**src/rtl/debug_display_pkg.sv**
```systemverilog
// Shared constants and helpers for the debug seven-segment display path.
// Segment patterns are active-low {g,f,e,d,c,b,a}.
package debug_display_pkg;

  localparam logic [6:0] SEG_BLANK = 7'h7F;

  // Index width that stays at least one bit wide for single-entry ranges.
  function automatic int sel_width(input int n);
    return (n > 1) ? $clog2(n) : 1;
  endfunction

  function automatic logic [6:0] hex_to_seg(input logic [3:0] nib);
    logic [6:0] seg;
    seg = SEG_BLANK;
    case (nib)
      4'h0: seg = 7'h40;
      4'h1: seg = 7'h79;
      4'h2: seg = 7'h24;
      4'h3: seg = 7'h30;
      4'h4: seg = 7'h19;
      4'h5: seg = 7'h12;
      4'h6: seg = 7'h02;
      4'h7: seg = 7'h78;
      4'h8: seg = 7'h00;
      4'h9: seg = 7'h10;
      4'hA: seg = 7'h08;
      4'hB: seg = 7'h03;
      4'hC: seg = 7'h46;
      4'hD: seg = 7'h21;
      4'hE: seg = 7'h06;
      4'hF: seg = 7'h0E;
    endcase
    return seg;
  endfunction

endpackage

```
**src/rtl/button_debouncer.sv**
```systemverilog
// Two-flop synchroniser plus stable-count debouncer producing a one-cycle rise pulse.
// A second input (aux) shares the synchroniser only and is returned synchronised.
module button_debouncer
  import debug_display_pkg::*;
#(
  parameter int DEBOUNCE_CYC = 16
) (
  input  logic clk,
  input  logic reset,
  input  logic btn,
  input  logic aux,
  output logic aux_sync,
  output logic rise
);

  localparam int CNT_W = sel_width(DEBOUNCE_CYC);
  localparam logic [CNT_W-1:0] CNT_LAST = CNT_W'(DEBOUNCE_CYC - 1);

  logic [1:0]       btn_ff;
  logic [1:0]       aux_ff;
  logic [CNT_W-1:0] cnt;
  logic             level;

  // NOTE: non-blocking assignments make every flop sample pre-edge values,
  // which is what keeps the two synchroniser stages from collapsing into one.
  always_ff @(posedge clk or posedge reset) begin
    if (reset) begin
      btn_ff <= '0;
      aux_ff <= '0;
      cnt    <= '0;
      level  <= 1'b0;
      rise   <= 1'b0;
    end else begin
      btn_ff <= {btn_ff[0], btn};
      aux_ff <= {aux_ff[0], aux};
      rise   <= 1'b0;
      if (btn_ff[1] == level) begin
        cnt <= '0;
      end else if (cnt == CNT_LAST) begin
        level <= btn_ff[1];
        cnt   <= '0;
        rise  <= btn_ff[1];
      end else begin
        cnt <= cnt + 1'b1;
      end
    end
  end

  assign aux_sync = aux_ff[1];

endmodule

```
**src/rtl/debug_display_ctrl.sv**
```systemverilog
// Channel-selectable, freezable hex debug display with multiplexed seven-segment scan.
// Optional build macro: LEADING_ZERO_BLANK_EN blanks leading zero digits (digit 0 always shown).
module debug_display_ctrl
  import debug_display_pkg::*;
#(
  parameter  int NUM_CH       = 4,
  parameter  int DATA_W       = 32,
  parameter  int SCAN_DIV     = 50000,
  parameter  int DEBOUNCE_CYC = 16,
  localparam int NUM_DIGITS   = DATA_W / 4
) (
  input  logic                           clk,
  input  logic                           reset,
  input  logic [NUM_CH*DATA_W-1:0]       ch_data,
  input  logic                           btn_next,
  input  logic                           freeze,
  output logic [6:0]                     seg_out,
  output logic [NUM_DIGITS-1:0]          an_out,
  output logic [sel_width(NUM_CH)-1:0]   ch_sel_out,
  output logic                           frozen
);

  localparam int CH_SEL_W = sel_width(NUM_CH);
  localparam int PRE_W    = sel_width(SCAN_DIV);
  localparam int DIG_W    = sel_width(NUM_DIGITS);
  localparam logic [CH_SEL_W-1:0] CH_LAST  = CH_SEL_W'(NUM_CH - 1);
  localparam logic [PRE_W-1:0]    PRE_LAST = PRE_W'(SCAN_DIV - 1);
  localparam logic [DIG_W-1:0]    DIG_LAST = DIG_W'(NUM_DIGITS - 1);

  logic              step;
  logic              freeze_sync;
  logic [DATA_W-1:0] live_word;
  logic [DATA_W-1:0] hold_reg;
  logic [DATA_W-1:0] disp_word;
  logic [PRE_W-1:0]  presc;
  logic [DIG_W-1:0]  digit;
  logic [3:0]        nibble;
  logic [6:0]        seg_next;
  logic [NUM_DIGITS-1:0] an_next;

  button_debouncer #(.DEBOUNCE_CYC(DEBOUNCE_CYC)) u_btn (
    .clk      (clk),
    .reset    (reset),
    .btn      (btn_next),
    .aux      (freeze),
    .aux_sync (freeze_sync),
    .rise     (step)
  );

  always_ff @(posedge clk or posedge reset) begin
    if (reset) begin
      ch_sel_out <= '0;
    end else if (step) begin
      ch_sel_out <= (ch_sel_out == CH_LAST) ? '0 : ch_sel_out + 1'b1;
    end
  end

  assign live_word = ch_data[ch_sel_out*DATA_W +: DATA_W];

  // frozen doubles as the previous freeze level, so a rising edge is freeze_sync && !frozen.
  // NOTE: hold_reg is a single data register, so it is reset like the rest; no X can reach the segments.
  always_ff @(posedge clk or posedge reset) begin
    if (reset) begin
      frozen   <= 1'b0;
      hold_reg <= '0;
    end else begin
      frozen <= freeze_sync;
      if (freeze_sync && !frozen) hold_reg <= live_word;
    end
  end

  assign disp_word = frozen ? hold_reg : live_word;

  always_ff @(posedge clk or posedge reset) begin
    if (reset) begin
      presc <= '0;
      digit <= '0;
    end else if (presc == PRE_LAST) begin
      presc <= '0;
      digit <= (digit == DIG_LAST) ? '0 : digit + 1'b1;
    end else begin
      presc <= presc + 1'b1;
    end
  end

  // NOTE: every combinational output gets a default first so no latch is inferred.
  always_comb begin
    nibble   = disp_word[4*digit +: 4];
    seg_next = hex_to_seg(nibble);
    an_next  = ~(NUM_DIGITS'(1) << digit);
`ifdef LEADING_ZERO_BLANK_EN
    if (digit != '0 && (disp_word >> (4*digit)) == '0) seg_next = SEG_BLANK;
`else
`endif
  end

  always_ff @(posedge clk or posedge reset) begin
    if (reset) begin
      seg_out <= SEG_BLANK;
      an_out  <= '1;
    end else begin
      seg_out <= seg_next;
      an_out  <= an_next;
    end
  end

endmodule

```
**config.mk**
```make
export PLATFORM = sky130hd
export DESIGN_NAME = debug_display_ctrl
export DESIGN_NICKNAME = d
export VERILOG_FILES = /design/src/rtl/debug_display_pkg.sv /design/src/rtl/button_debouncer.sv /design/src/rtl/debug_display_ctrl.sv
export SDC_FILE = /design/constraint.sdc
export NUM_CORES = 1
export LEC_CHECK = 0
export BUFFER_PORTS_ARGS = -buffer_cell sky130_fd_sc_hd__buf_2
export CORE_MARGIN = 1.5
export CORE_UTILIZATION = 45
export CTS_CLUSTER_SIZE = 40
export DETAILED_ROUTE_END_ITERATION = 16
export PLACE_DENSITY = 0.73
export SYNTH_ARGS = -nofsm -noshare
export SYNTH_HDL_FRONTEND = slang
export SYNTH_SLANG_ARGS = --single-unit
```
**constraint.sdc**
```tcl
create_clock -name clk -period 7.35 [get_ports clk]
set_clock_uncertainty 0.2 [all_clocks]
set_input_delay 0 -clock clk [delete_from_list [all_inputs] [get_ports clk]]
set_output_delay 0 -clock clk [all_outputs]
set_load 0.02 [all_outputs]
```
==> impl_metrics.csv <==
group,metric,value,unit
outcome,status,"completed",
routing,viasPerCell,5.41,
routing,first_pass_iters,4,
synthesis,syn_nets,580,
synthesis,postSynthCellCount,433,
setup_path,cp.arrival,3.87,ns
global_routing,antenna_found_initial,0,
setup_path,crit_family,"simple AND/OR/NAND/NOR gates",
cts,htreeDepth,3,
synthesis,yosys.area_share.simple,0.119,
pwr,powerDensity,151,nW/um^2
setup_path,cp.depth,7,
min_path,hold_path_depth,4,
synthesis,synth_warnings,0,
global_routing,grt_first_pass_wirelength,20500,um
floorplan,die_y,106,um
timing,maxSlewHeadroom,0.134,
synthesis,synthAdderAreaFrac,0.0392,
setup_path,crit_type,"flop to flop",
cells_and_area,nets,787,
pwr,peakVddDrop,78.4,uV
synthesis,synth_top_family_by_area,"multiplexers",
timing,tightest_slew,1.29,ns
setup_path,crit_chain,"buf_4 -> mux2_2 -> a221oi_1 -> a221oi_1 -> nor3_1 -> xnor2_1 -> a211oi_2",
timing,fin_setup_tns,0,ns
cells_and_area,utilization,0.623,
setup_path,cp_max_fo,43,
synthesis,synth_compound_area_frac,0.112,
cts,numCtsBuffers,9,
floorplan,initial_utilization,0.464,
setup_path,slowest_delay,1.05,ns
setup_path,r2r_cells,7,
cts,post_cts_resized,0,
min_path,min_path_type,"input pin to flop",
global_routing,track_usage,0.233,
cts,cts_tree,"done",
cells_and_area,area_growth,34.4,%
synthesis,ys_ff_latch,79,
floorplan,rows,37,
synthesis,synth_largest_area_cell,"dfrtp_1",
timing,fin_crit_sh,0.516,
global_routing,grt_max_degree,80,
synthesis,synth_area_leaders,"dfrtp_1 33%, mux4_2 8.9%, dfstp_2 8.2%",
synthesis,synth_edf_count,0,
pwr,power_leakage,2.83,nW
routing,drt-wirelength-per-cell,16.4,um
timing,hold_viol_final,0,
routing,ant_nets,0,
synthesis,syn_area,4790,sq um
timing,slew_violations,0,
synthesis,ys_async_sr_fraction,1.00,
synthesis,ys_seq_area_frac,0.417,
setup_path,startpoint_type,"flop",
synthesis,synth.distinct_cells,53,
timing,finalSetupViolCount,0,
cells_and_area,fillers,813,
cts,cts_num_sinks,79,
timing,rsz0062_at_grt,"no",
setup_path,critPathSlowestCell,"nor3_1",
floorplan,io_pins,150,
synthesis,synth.avg_cell_area,11.1,sq um
floorplan,die_x,106,um
setup_path,ff2ff_setup_slack,3.56,ns
timing,fmax,264,MHz
run,max_cap_violations,0,
setup_path,endpoint_kind,"flop",
cts,cts_buffer_depth,2,
cells_and_area,largest_reg_flops,32,
setup_path,cpMostUsedCell,"a221oi_1",
place,portBuffers,149,
floorplan,core,10300,sq um
routing,routed_wirelength,12800,um
cts,clk_pin_slew_worst_paths,0.08,ns
synthesis,synth_xor_area_frac,0.0293,
synthesis,netlist_top_cells_count,"64 x dfrtp_1, 38 x nand2_1, 35 x mux2i_1, 30 x mux2_2, 29 x nor2_1",
cts,cts_setup_buffers,0,
synthesis,muxShareOfSynthArea,0.240,
place,routabilityCongestion,0.841,
routing,first_iter_violations,268,
setup_path,cp_num_buf_inv,1,
global_routing,overflow,0,
synthesis,yosysTopAreaCellShare,0.335,
cts,clk_latency,0.36,ns
cells_and_area,antennaDiodeCount,0,
timing,period_needed,3.79,ns
synthesis,synth_ff_type,"dfrtp_1",
floorplan,dieArea,11300,sq um
cts,cts_root_buffer,"clkbuf_8",
global_routing,first_global_vias,4293,
place,dpl.hpwl,8550,um
cells_and_area,drive_gt1_frac,0.374,
synthesis,yosysMostFrequentCell,"dfrtp_1",
setup_path,crit_required,7.43,ns
routing,drc_errors,0,
routing,vias,4219,
timing repair:
action                     in CTS  in global routing
hold endpoints to repair       94                  0
setup endpoints to repair       0                  0
hold buffers                   70                  0
cell families (layout without fill, tap and decap cells):
family          count (synthesis)  in the layout
simple gates                  118            118
fa+ha+maj                      15             15
flops                          79             79
compound gates                 79             79
xor+xnor                       16             16
mux                            87             87
buf+inv                        39            250
worst paths after layout:
path / to / startpoint
worst max-delay path: seg_out[0] / ch_sel_out[0]
worst max register to register: seg_out[0] / ch_sel_out[0]
min in group asynchronous: presc[3] / reset
worst min register to register: u_btn.btn_ff[1] / u_btn.btn_ff[0]
worst min-delay path: hold_reg[11] / ch_data[75]
max in group asynchronous: ch_sel_out[0] / reset
routing by layer:
metal  GRT usage  routed length [um]  vias to the layer above
met1       0.302                5490                     2037
met2       0.386                6340                      154
met4       0.106                 338                        0
met3      0.0337                 655                       32
met5           0                   0                        -
li1            -                   -                     1996
tightest hold or removal path, cell delays in order:
cell	delay, ns
buf_2	0.09
mux2i_1	0.19
mux2_2	0.18
o21ai_0	0.06
where the power goes:
group          internal [mW]  total (mW)  switching, mW  leakage (nW)
Clock                  0.130       0.282          0.152        0.0805
Combinational          0.109       0.199         0.0899          1.79
Sequential             0.473       0.492         0.0190         0.955
cells in the final DEF (no fill, tap or decap), drive strengths merged, types with 5 or more instances in the layout:
cell type / synthesis / routed
nor3: 6 / 6
a21oi: 22 / 22
o21ai: 21 / 21
buf: 15 / 153
xor2: 8 / 8
nand3: 19 / 19
and3: 5 / 5
nor3b: 6 / 6
clkbuf: 12 / 14
nor2: 29 / 29
mux4: 19 / 19
xnor2: 8 / 8
ha: 15 / 15
mux2: 33 / 33
o221ai: 7 / 7
dfrtp: 64 / 64
dfstp: 15 / 15
nand2: 38 / 38
inv: 12 / 12
mux2i: 35 / 35
dlygate4sd3: 0 / 70
metrics by stage:
step / cells / cell area [sq um] / power (mW) / hold WS [ns] / setup WS [ns]
3_3_place_gp: 695 / 5570 / 0.659 / -0.0868 / 3.68
5_1_grt: 780 / 6430 / 1.02 / 0.0536 / 3.16
4_1_cts: 780 / 6430 / 0.980 / 0.00354 / 3.55
3_5_place_dp: 695 / 5570 / 0.666 / -0.0906 / 3.61
2_1_floorplan: 433 / 4790 / 0.601 / -0.169 / 4.40
6_report: 780 / 6430 / 0.973 / 0.0170 / 3.56
layout make-up:
type,instances,area (sq um),share of cell area
Sequential cell,79,2000,0.311
Inverter,12,45.0,0.00701
Clock buffer,14,153,0.0237
Tap cell,136,170,0.0265
Timing Repair Buffer,223,1480,0.230
Multi-Input combinational cell,315,2580,0.402
Clock inverter,1,5.00,0.000778
(Power assumes the default switching activity.)
